$ cat config.mk
export PLATFORM = sky130hd
export DESIGN_NAME = mem_ctrl_p
export DESIGN_NICKNAME = d
export VERILOG_FILES = /design/src/rtl/mc_pkg.sv /design/src/rtl/mc_alu.sv /design/src/rtl/mem_ctrl_p.sv
export SDC_FILE = /design/constraint.sdc
export NUM_CORES = 1
export LEC_CHECK = 0
export CAP_MARGIN = 20
export CORE_UTILIZATION = 50
export CTS_CLUSTER_SIZE = 25
export DETAILED_ROUTE_END_ITERATION = 8
export PLACE_DENSITY = 0.78
export SETUP_SLACK_MARGIN = 0.4
export SYNTH_ARGS = -nofsm -noshare
export SYNTH_HDL_FRONTEND = slang
export SYNTH_SLANG_ARGS = --single-unit
$ cat constraint.sdc
create_clock -name clk -period 7.95 [get_ports clk]
set_input_delay 1.9875 -clock clk [delete_from_list [all_inputs] [get_ports clk]]
set_output_delay 1.9875 -clock clk [all_outputs]
set_load 0.02 [all_outputs]
$ cat src/rtl/mc_pkg.sv
// mc_pkg: shared definitions for the mem_ctrl_p program controller.
//   state_t  - FSM state encoding, also the value exported on curr
//   OP_*     - 4-bit opcodes held in instruction bits [15:12]
//   *_LSB    - instruction field positions, each field FIELD_W bits wide
//   is_flag_op / writes_reg - opcode class helpers shared by datapath and ALU
package mc_pkg;

  typedef enum logic [3:0] {
    ST_IDLE   = 4'd0,
    ST_FETCH  = 4'd1,
    ST_DECODE = 4'd2,
    ST_READ   = 4'd3,
    ST_EXEC   = 4'd4,
    ST_WB     = 4'd5,
    ST_PAUSE  = 4'd6,
    ST_DONE   = 4'd7
  } state_t;

  localparam logic [3:0] OP_ADD  = 4'h0;
  localparam logic [3:0] OP_SUB  = 4'h1;
  localparam logic [3:0] OP_AND  = 4'h2;
  localparam logic [3:0] OP_OR   = 4'h3;
  localparam logic [3:0] OP_XOR  = 4'h4;
  localparam logic [3:0] OP_NOT  = 4'h5;
  localparam logic [3:0] OP_SHL  = 4'h6;
  localparam logic [3:0] OP_SHR  = 4'h7;
  localparam logic [3:0] OP_LDI  = 4'h8;
  localparam logic [3:0] OP_MOV  = 4'h9;
  localparam logic [3:0] OP_HALT = 4'hF;

  localparam int INSTR_W  = 16;
  localparam int FIELD_W  = 4;
  localparam int OPC_LSB  = 12;
  localparam int DST_LSB  = 8;
  localparam int SRC1_LSB = 4;
  localparam int SRC2_LSB = 0;
  localparam int NUM_REGS = 16;

  // Arithmetic, logic and shift ops own the carry/zero flags.
  function automatic logic is_flag_op(input logic [3:0] op);
    return op <= OP_SHR;
  endfunction

  // Everything up to MOV writes its destination register; A..E are NOPs.
  function automatic logic writes_reg(input logic [3:0] op);
    return op <= OP_MOV;
  endfunction

endpackage

$ cat src/rtl/mc_alu.sv
// mc_alu: combinational ALU of the mem_ctrl_p controller.
//   opcode      - instruction opcode (OP_* from mc_pkg)
//   opa1, opa2  - operands, DW bits
//   result      - DW-bit result (0 for opcodes the ALU does not handle)
//   carry       - ADD carry-out, SUB borrow, last bit shifted out, else 0
//   zero        - result == 0
module mc_alu
  import mc_pkg::*;
#(
  parameter int DW = 16
) (
  input  logic [3:0]    opcode,
  input  logic [DW-1:0] opa1,
  input  logic [DW-1:0] opa2,
  output logic [DW-1:0] result,
  output logic          carry,
  output logic          zero
);

  localparam int SW = $clog2(DW);

  logic [SW-1:0] shamt;
  logic [DW:0]   shl_ext;
  logic [DW:0]   shr_ext;

  // One guard bit on the side the bits leave from: after the shift it holds
  // the last bit pushed out, and stays 0 for a zero shift amount.
  assign shamt   = opa2[SW-1:0];
  assign shl_ext = {1'b0, opa1} << shamt;
  assign shr_ext = {opa1, 1'b0} >> shamt;

  // NOTE: every output of a combinational block gets a default before the
  // case; a path that leaves one unassigned would infer a latch.
  always_comb begin
    result = '0;
    carry  = 1'b0;
    case (opcode)
      OP_ADD: {carry, result} = {1'b0, opa1} + {1'b0, opa2};
      OP_SUB: begin
        result = opa1 - opa2;
        carry  = opa1 < opa2;
      end
      OP_AND: result = opa1 & opa2;
      OP_OR:  result = opa1 | opa2;
      OP_XOR: result = opa1 ^ opa2;
      OP_NOT: result = ~opa1;
      OP_SHL: {carry, result} = shl_ext;
      OP_SHR: {result, carry} = shr_ext;
      OP_MOV: result = opa1;
      default: ;
    endcase
  end

  assign zero = (result == '0);

endmodule

$ cat src/rtl/mem_ctrl_p.sv
// mem_ctrl_p: multi-cycle program controller. Fetches 16-bit instructions
// from an internal program memory and runs FETCH/DECODE/READ/EXEC/WB, one
// instruction per five cycles, with optional single-step pausing.
//   clk, reset          - rising-edge clock, asynchronous active-low reset
//   S                   - start level, sampled in IDLE and DONE
//   step_mode, step     - pause after each write-back / release one pause
//   prog_we/addr/data   - host program load, honoured in IDLE and DONE only
//   curr, pc, temp      - state, address of instruction in flight, instruction
//   opcode/dest/src1/src2 - fields of temp
//   opa1, opa2, alutemp - latched operands and ALU result
//   carry, zero, d      - flags and program-done
module mem_ctrl_p
  import mc_pkg::*;
#(
  parameter int  DW       = 16,
  parameter int  IM_DEPTH = 16,
  localparam int IAW      = (IM_DEPTH > 1) ? $clog2(IM_DEPTH) : 1
) (
  input  logic           clk,
  input  logic           reset,
  input  logic           S,
  input  logic           step_mode,
  input  logic           step,
  input  logic           prog_we,
  input  logic [IAW-1:0] prog_addr,
  input  logic [15:0]    prog_data,
  output logic [3:0]     curr,
  output logic [IAW-1:0] pc,
  output logic [15:0]    temp,
  output logic [3:0]     opcode,
  output logic [3:0]     dest,
  output logic [3:0]     src1,
  output logic [3:0]     src2,
  output logic [DW-1:0]  opa1,
  output logic [DW-1:0]  opa2,
  output logic [DW-1:0]  alutemp,
  output logic           carry,
  output logic           zero,
  output logic           d
);

  localparam logic [IAW-1:0] PC_LAST = IAW'(IM_DEPTH - 1);

  state_t               state;
  state_t               state_nxt;
  logic [INSTR_W-1:0]   imem [IM_DEPTH];
  logic [DW-1:0]        regs [NUM_REGS];
  logic [DW-1:0]        alu_result;
  logic                 alu_carry;
  logic                 alu_zero;
  logic [DW-1:0]        imm_ext;
  logic                 prog_open;

  assign curr    = state;
  assign d       = (state == ST_DONE);
  assign opcode  = temp[OPC_LSB  +: FIELD_W];
  assign dest    = temp[DST_LSB  +: FIELD_W];
  assign src1    = temp[SRC1_LSB +: FIELD_W];
  assign src2    = temp[SRC2_LSB +: FIELD_W];
  assign imm_ext = DW'(temp[7:0]);

  // The host may only rewrite the program while nothing is executing.
  assign prog_open = (state == ST_IDLE) || (state == ST_DONE);

  mc_alu #(.DW(DW)) u_alu (
    .opcode (opcode),
    .opa1   (opa1),
    .opa2   (opa2),
    .result (alu_result),
    .carry  (alu_carry),
    .zero   (alu_zero)
  );

  // NOTE: state-holding blocks use non-blocking assignments only, so every
  // register samples the values from before the edge.
  always_ff @(posedge clk or negedge reset) begin
    if (!reset) state <= ST_IDLE;
    else        state <= state_nxt;
  end

  always_comb begin
    state_nxt = state;
    case (state)
      ST_IDLE:   if (S) state_nxt = ST_FETCH;
      ST_FETCH:  state_nxt = ST_DECODE;
      ST_DECODE: state_nxt = (opcode == OP_HALT) ? ST_DONE : ST_READ;
      ST_READ:   state_nxt = ST_EXEC;
      ST_EXEC:   state_nxt = ST_WB;
      ST_WB: begin
        if (pc == PC_LAST)  state_nxt = ST_DONE;
        else if (step_mode) state_nxt = ST_PAUSE;
        else                state_nxt = ST_FETCH;
      end
      // Dropping step_mode while paused resumes free-running execution.
      ST_PAUSE:  if (step || !step_mode) state_nxt = ST_FETCH;
      ST_DONE:   if (!S) state_nxt = ST_IDLE;
      default:   state_nxt = ST_IDLE;
    endcase
  end

  always_ff @(posedge clk or negedge reset) begin
    if (!reset) begin
      pc      <= '0;
      temp    <= '0;
      opa1    <= '0;
      opa2    <= '0;
      alutemp <= '0;
      carry   <= 1'b0;
      zero    <= 1'b0;
    end else begin
      case (state)
        ST_IDLE:  if (S) pc <= '0;
        ST_FETCH: temp <= imem[pc];
        ST_READ: begin
          opa1 <= regs[src1];
          opa2 <= regs[src2];
        end
        ST_EXEC: begin
          alutemp <= (opcode == OP_LDI) ? imm_ext : alu_result;
          if (is_flag_op(opcode)) begin
            carry <= alu_carry;
            zero  <= alu_zero;
          end
        end
        // The last slot keeps its address so DONE reports where it stopped.
        ST_WB:    if (pc != PC_LAST) pc <= pc + IAW'(1);
        default: ;
      endcase
    end
  end

  always_ff @(posedge clk or negedge reset) begin
    if (!reset) begin
      for (int i = 0; i < NUM_REGS; i++) regs[i] <= '0;
    end else if (state == ST_WB && writes_reg(opcode)) begin
      regs[dest] <= alutemp;
    end
  end

  // NOTE: the program memory has no reset; it is plain storage loaded by the
  // host, and leaving it out of reset lets it map onto RAM.
  always_ff @(posedge clk) begin
    if (prog_we && prog_open) imem[prog_addr] <= prog_data;
  end

endmodule
# Yosys cells after proc, flatten, opt, wreduce, memory -nomap -nowiden

Memories as Yosys holds them, arrays and structs flattened. A register that Yosys moved wholly into a read port is not among the register bits.
Cells that the tools add are included.

Register bits: 314
Memory bits (writable): 256
Input port bits: 26
Output and inout port bits: 91
Logic and storage cells: 104
Memories: 1

Memory list:

| name | words | bits a word | read ports | clocked after memory_dff | wr ports | RTL line         | source |
|---|---|---|---|---|---|---|---|
| imem | 16    | 16          | 1          | 1                        | 1        | mem_ctrl_p.sv:46 | `logic [INSTR_W-1:0] imem [IM_DEPTH];` |

Add/sub/neg operators: 3
$lt $le $gt $ge: 7
Equal/unequal tests: 23
Shift-type cells: 2
Muxes and demuxes: 24
Bitwise operators: 7
Reductions and logical operators: 14

Operators with widths:

| kind               | count |
|---|---|
| $bwmux 256         | 1 |
| $pmux 16 s9        | 1 |
| $bmux 16 s4        | 2 |
| $mux 16            | 6 |
| $demux 16 s4       | 1 |
| $eq 4x3->1 const B | 8 |
| $pmux 4 s8         | 1 |
| $mux 4             | 5 |
| $add 16x16->17     | 1 |
| $shl 16x4->17      | 1 |
| $shr 17x4->17      | 1 |
| $and 16x16->16     | 1 |
| $eq 4x2->1 const B | 4 |
| $eq 4x4->1 const B | 4 |
| $logic_not 16->1   | 1 |
| $lt 16x16->1       | 1 |
| $not 16->16        | 1 |
| $or 16x16->16      | 1 |
| $sub 16x16->16     | 1 |
| $xor 16x16->16     | 1 |
| $ge 5x5->1 const B | 3 |
| $not 4->5          | 3 |
| $mux 3             | 3 |
| $eq 4x1->1 const B | 2 |
| 16 further kinds   | 26 |

# Longest topological paths before layout

Gate-level depths: netlist (run 1).

Depth in word-level cells: 6
Gate-level depth with buffers: 14
Depth with buffers taken out: 13

# Hierarchy

A second synthesis (run 1) with hierarchy kept.

Cells, all modules: 2212
Area total of the unflattened synthesis: 30942.2 um^2

By module, submodules not included:

| module     | instances | cells each | area each (um^2) | seq. area each (um^2) |
|---|---|---|---|---|
| mem_ctrl_p | 1         | 1584       | 26444.1          | 15920.3 |
| mc_alu     | 1         | 628        | 4498.1           | 0.0 |

# Worst setup path after synthesis (run 1)

OpenSTA, ideal clock, no wires.

Path kind: input to register
Start point: in prog_we
End point: mem imem[0][0], enable pin
Library setup time: 0.409 ns
Data arrival time: 3.606 ns
Data required time: 7.541 ns
Slack: 3.935 ns
Cell stages on the path: 3
Buffers on the path: 0
Cells stage by stage: o21ai_0 or3_1 nor3_1

Cells in the longest elaborated chain, start to end: 3

RTL lines:

| element                      | RTL line          | source |
|---|---|---|
| start: declaration           | mem_ctrl_p.sv:24  | `input logic prog_we,` |
| $logic_and 1x1->1            | mem_ctrl_p.sv:143 | `if (prog_we && prog_open) imem[prog_addr] <= prog_data;` |
| $mux 1                       | mem_ctrl_p.sv:143 |  |
| $mux 1 (not written as such) | mem_ctrl_p.sv:143 |  |
| end: declaration             | mem_ctrl_p.sv:46  |  |

No other way between the ends.

# Worst setup path after layout (run 1)

Start point: reg temp[15] (read register of imem)
End point: out temp[15]

RTL lines:

| element            | RTL line         | source |
|---|---|---|
| start: declaration | mem_ctrl_p.sv:29 | `output logic [15:0] temp,` |

No word-level cell between the ends.

==> results of run 1 <==
-- worst paths after layout --
path	startpoint	to	slack, ns	cells past startpoint
max	temp[15]$_DFFE_PN0N_	temp[15]	3.56	2
min	temp[12]$_DFFE_PN0N_	temp[12]$_DFFE_PN0N_	0.50	2
max reg2reg	opa2[1]$_DFFE_PN0N_	zero$_DFFE_PN0P_	3.84	13
min reg2reg	temp[12]$_DFFE_PN0N_	temp[12]$_DFFE_PN0N_	0.50	2
max in group asynchronous	reset	temp[0]$_DFFE_PN0N_	4.99	2
min in group asynchronous	reset	regs[250]$_DFFE_PN0P_	1.44	1
-- cell families (layout without fill, tap and decap cells) --
| kind of cell | count (synthesis) | after routing | share of synthesized area, % |
|---|---|---|---|
| buf+inv | 233 | 334 | 3.35 |
| simple gates | 374 | 374 | 5.86 |
| xor+xnor | 1 | 1 | 0.0287 |
| mux | 595 | 595 | 29.7 |
| fa+ha+maj | 52 | 52 | 2.18 |
| compound gates | 287 | 287 | 6.76 |
| other cells | 1 | 1 | 0.0123 |
| flops | 585 | 585 | 52.1 |
-- metal layers --
layer	vias to the layer above	track usage (%)	routed length (µm)	part of all wire [%]
li1	8391	-	-	-
met1	10464	38.3	34700	40
met4	0	11.9	3630	4.1
met5	-	0	0	0
met2	949	46.6	42800	49
met3	218	4.78	6670	7.6
-- critical path: stages (launching register included) --
cell and delay (ns):
dfrtp_1 0.68, buf_4 0.43, clkdlybuf4s50_1 0.68
-- power by group --
part | leakage, nW | internal [mW] | switching, mW
combinational | 5.55 | 2.51 | 2.75
clock | 0.928 | 1.56 | 1.17
sequential | 6.74 | 3.77 | 1.00
-- state kept, by name, indices dropped and copies added, names as in the netlist --
name and count:
alutemp 16, zero 1, regs 256, carry 1, opa2 16, pc 4
imem 256, curr 3, temp 16, opa1 16
-- layout make-up --
cell class	count	share of cell area [%]
flip-flops and latches	585	46.4
multi-input cells	1310	39.8
repair buffers	181	4.96
clock buffers	74	4.57
well taps	782	2.85
clock inverters	31	0.906
inverters	48	0.524
-- cells in the final DEF (no fill, tap or decap), types with 23 or more instances in the layout --
cell / n
dfrtp_1: 322
nand2_1: 111
mux4_2: 220
o221ai_1: 37
clkdlybuf4s50_1: 114
inv_1: 45
clkbuf_16: 57
o21ai_0: 59
edfxtp_1: 256
nor2_1: 107
ha_1: 50
nand3_1: 23
a21oi_1: 47
mux2i_1: 73
buf_4: 63
mux2_2: 302
-- through the flow --
stage | worst slack [ns] | hold WS [ns]
detailed placement | 3.64 | 0.491
global placement | 3.66 | 0.468
CTS | 3.56 | 0.505
finish | 3.56 | 0.497
global route | 3.51 | 0.528
floorplan | 3.93 | 0.491
==> qor.yml, run 1 <==
detailed_routing:
  postRouteAntennaNets: 0
  drcViolationCount: 0
  via_per_inst: 6.65
  drt_pass1_iterations: 5
  drt_iter0_drc: 1855
  wl_um: 87800
  via_count: 20022
  wl_per_cell_um: 29.2
cts:
  clock_latency_ns: 0.63
  numCtsBuffers: 56
  clock_path_buffers: 3
  h-tree-depth: 2
  cts_resized: 0
  cts_tree: "yes"
  path_clk_slew_ns: 0.06
  cts_sinks: 585
  postCtsHoldBufs: 0
  cts_setup_buffers: 0
  cts_root_buf: "clkbuf_16"
yosys:
  ys_ff_latch: 585
  ys_seq_area_share_pct: 52.1
  yosys.area.top_type: "dfrtp_1"
  synth-main-ff-cell: "dfrtp_1"
  synth_edf_count: 256
  synthTopCellsByCount: "dfrtp_1, mux2_2, edfxtp_1"
  yosysWarnings: 0
  async_flop_share_pct: 56.2
  yosysMostFrequentCell: "dfrtp_1"
  synth.area.top_cells: "dfrtp_1, edfxtp_1, mux4_2, mux2_2, mux2i_1"
  syn_avg_cell_area_um2: 14.4
  synth.distinct_cells: 85
  synth_nets: 2206
  netlist_instances: 2128
  yosysTopAreaCellShare_pct: 26.9
  netlist_area_um2: 30600
sta:
  setup_tns_ns: 0
  fin_crit_sh_pct: 55.3
  hold_viol: 0
  skew_ns: 0.0316
  rsz0062_at_grt: "false"
  drv_slew: 0
  fin_crit_ns: 4.39
  worst_pin_slew_ns: 1.12
  fmax_ghz: 0.228
  maxSlewHeadroom_pct: 25.4
  setup_viol: 0
layout:
  drive_gt1_share_pct: 32.3
  ff_latch_area_um2: 15900
  insertedDiodeCount: 0
  final_util_pct: 57.0
  area_delta_synth_final_pct: 12.5
  final_cell_count_no_fill: 3011
  design_area_um2: 34400
  final_nets: 2260
  multi_input_area_um2: 13700
  nFillCells: 4583
pwr:
  p_leak_nw: 13.2
  cellPowerDensity_nw_per_um2: 371
  finalPower_mw: 12.8
  vdd.ir_drop.worst_uv: 193
critical_path:
  arrival_ns: 2.41
  crit_path_start_kind: "register"
  critPathMaxFanout: 28
  critPathCaptureType: "output port"
  crit_type: "reg2out"
  critPathRequiredTime_ns: 5.96
placed_design:
  place_area_um2: 32500
  numPortBuffers: 115
  place.gp.congestion: 0.966
  placed_cells: 2905
  hpwlAfterDp_um: 57500
die:
  core.rowCount: 90
  die_h_um: 249
  num_io_pins: 117
  fp.coreArea_um2: 60400
  dieWidth_um: 249
  start_util_pct: 50.6
  dieArea_um2: 62100
job:
  drv_cap: 0
outcome:
  status: "complete, no violations"
global_route:
  grt_pass1_wl_um: 134000
  grt_pass1_vias: 20886
  antenna_found_initial: 0
  grt_use_total_pct: 28.6
  grt_overflow: 0
  grt_max_degree: 150
hold_path:
  hold_path.class: "reg2reg"
Power figures use the tool's default switching activity.
==> inputs of run 2 (changes only) <==
- PLACE_DENSITY: 0.78 -> 0.81
- clock period: 7.95 -> 3.7 ns (I/O delays scaled with it)
==> qor.yml, run 2 (synthesis results as in run 1) <==
outcome:
  status: "complete, no violations"
cts:
  cts_root_buf: "clkbuf_16"
  clock_latency_ns: 0.66  # +0.03 ns
  h-tree-depth: 2  # unchanged
  numCtsBuffers: 59  # +5.4%
  clock_path_buffers: 3  # unchanged
  path_clk_slew_ns: 0.07  # about the same
  cts_sinks: 585  # unchanged
  cts_tree: "yes"
detailed_routing:
  drt_iter0_drc: 2112  # +14%
  drt_pass1_iterations: 6  # +1
  postRouteAntennaNets: 0  # unchanged
  via_count: 20610  # +2.9%
  drcViolationCount: 0  # unchanged
  via_per_inst: 6.65  # about the same
  wl_um: 90000  # +2.4%
  wl_per_cell_um: 29.0  # -0.55%
job:
  drv_cap: 0  # unchanged
pwr:
  cellPowerDensity_nw_per_um2: 807  # +120%
  sequentialPowerShare_pct: 34.8  # -2.6 points
  netSwitchingPower_mw: 11.0  # +120%
  finalPower_mw: 28.5  # +120%
  vdd.ir_drop.worst_uv: 637  # +230%
  pwr-share-comb_pct: 43.9  # +2.6 points
  switching_share_pct: 38.6  # about the same
  internal_power_mw: 17.5  # +120%
  p_clk_share_pct: 21.3  # about the same
  p_leak_nw: 13.7  # +3.5%
global_route:
  grt_max_degree: 82  # -45%
  grt_pass1_wl_um: 136000  # +1.8%
  antenna_found_initial: 4  # +4
  grt_use_total_pct: 29.2  # +0.55 points
  grt_pass1_vias: 21224  # +1.6%
  grt_overflow: 0  # unchanged
critical_path:
  critPathCaptureType: "register"
  crit_path_start_kind: "register"
  crit_type: "reg2reg"
  critPathRequiredTime_ns: 4.23  # -1.73 ns
  critPathSlowestCell: "a311oi_4"
  arrival_ns: 3.74  # +1.33 ns
  path_cells: "buf_4 -> ha_1 -> a211o_1 -> a311oi_4 -> a2111oi_2 -> a211oi_2 -> o21ai_2 -> a2111oi_4 -> a211oi_1 -> o2111ai_1 -> o21ai_1"
  cpPeakStageDelay_ns: 0.43  # -0.25 ns
  critPathMaxFanout: 10  # -64%
layout:
  final_nets: 2344  # +3.7%
  top_regs: "imem: 256 flops, regs: 256 flops"
  nFillCells: 4461  # -2.7%
  area_delta_synth_final_pct: 15.3
  design_area_um2: 35200  # +2.5%
  final_util_pct: 58.4  # +1.4 points
  drive_gt1_share_pct: 35.2  # +2.9 points
  final_common_cell: "dfrtp_1"
  final_cell_mix: "dfrtp_1, mux2_2, edfxtp_1, mux4_2, buf_4"
die:
  die_h_um: 249  # unchanged
  dieWidth_um: 249  # unchanged
  start_util_pct: 50.6  # unchanged
  fp.coreArea_um2: 60400  # unchanged
  dieArea_um2: 62100  # unchanged
  num_io_pins: 117  # unchanged
  core.rowCount: 90  # unchanged
sta:
  rsz0062_at_grt: "true"
  fmax_ghz: 0.312
  setup_tns_ns: 0  # unchanged
  drv_slew: 0  # unchanged
  maxSlewHeadroom_pct: 21.0  # -4.4 points
  fin_crit_sh_pct: 86.7
  hold_viol: 0  # unchanged
  setup_viol: 0  # unchanged
  worst_pin_slew_ns: 1.17  # +0.0569 ns
  fin_crit_ns: 3.21
  skew_ns: 0.0613  # +0.0298 ns
placed_design:
  numPortBuffers: 115  # unchanged
  place.gp.congestion: 0.982  # +1.6%
  hpwlAfterDp_um: 60600  # +5.5%
  place_area_um2: 33200  # +2.1%
hold_path:
  hold_path.class: "in2async"
-- run 2: worst paths after layout --
path / startpoint / end / slack (ns) / depth (start not counted)
min in group clk: regs[215]$_DFFE_PN0P_ / regs[215]$_DFFE_PN0P_ / 0.52 / 1
max: opa1[2]$_DFFE_PN0N_ / zero$_DFFE_PN0P_ / 0.49 / 11
max reg2reg: opa1[2]$_DFFE_PN0N_ / zero$_DFFE_PN0P_ / 0.49 / 11
min: reset / alutemp[13]$_DFFE_PN0P_ / 0.27 / 1
min reg2reg: regs[215]$_DFFE_PN0P_ / regs[215]$_DFFE_PN0P_ / 0.52 / 1
max in group asynchronous: reset / regs[157]$_DFFE_PN0P_ / 2.46 / 2
-- run 2: layer usage --
metal / GRT usage (%) / part of all wire, % / vias up
met4: 11.9 / 4.1 / 4
met2: 48.7 / 50 / 1150
met5: 0 / 0.032 / -
met1: 37.8 / 38 / 10665
li1: - / - / 8549
met3: 5.27 / 8.6 / 242
-- run 2: layout make-up --
class	instances	area, µm²	share of cell area [%]
flip-flops and latches	585	15900	45.2
multi-input cells	1310	13700	39.0
repair buffers	262	2410	6.83
clock buffers	80	1620	4.58
well taps	782	978	2.78
clock inverters	31	367	1.04
inverters	48	183	0.518
diodes	3	7.51	0.0213
-- run 2: worst max-delay path: cells and delay by family (launching register included) --
| kind | cells | cell delay [ns] |
|---|---|---|
| adder cells (fa/ha/maj) | 1 | 0.26 |
| flip-flops | 1 | 0.38 |
| AO/OA/AOI/OAI | 9 | 2.25 |
| buffers and inverters | 1 | 0.18 |
-- run 2: metrics by stage --
stage                     instances  setup slack [ns]  hold slack, ns
after floorplan                2128             0.426           0.491
after global routing           3098             0.375           0.295
after CTS                      3095             0.430           0.267
final                          3101             0.491           0.266
after detailed placement       2984             0.391           0.507
after global placement         2984             0.409           0.500
-- run 2: power groups by stage --
stage / Sequential, mW / Combinational [mW] / Clock, mW
floorplan: 9.38 / 8.12 / 0
detailed placement: 9.97 / 12.2 / 0
global route: 10.1 / 13.2 / 6.35
CTS: 9.87 / 12.2 / 6.10
finish: 9.91 / 12.5 / 6.06
global placement: 9.78 / 12.0 / 0
-- run 2: timing repair --
item	in CTS	in global routing
hold buffers	0	0
gates cloned	0	0
endpoints found under the hold margin	0	0
setup buffers	0	1
endpoints found under the setup margin	4	5
gates resized for setup	3	10
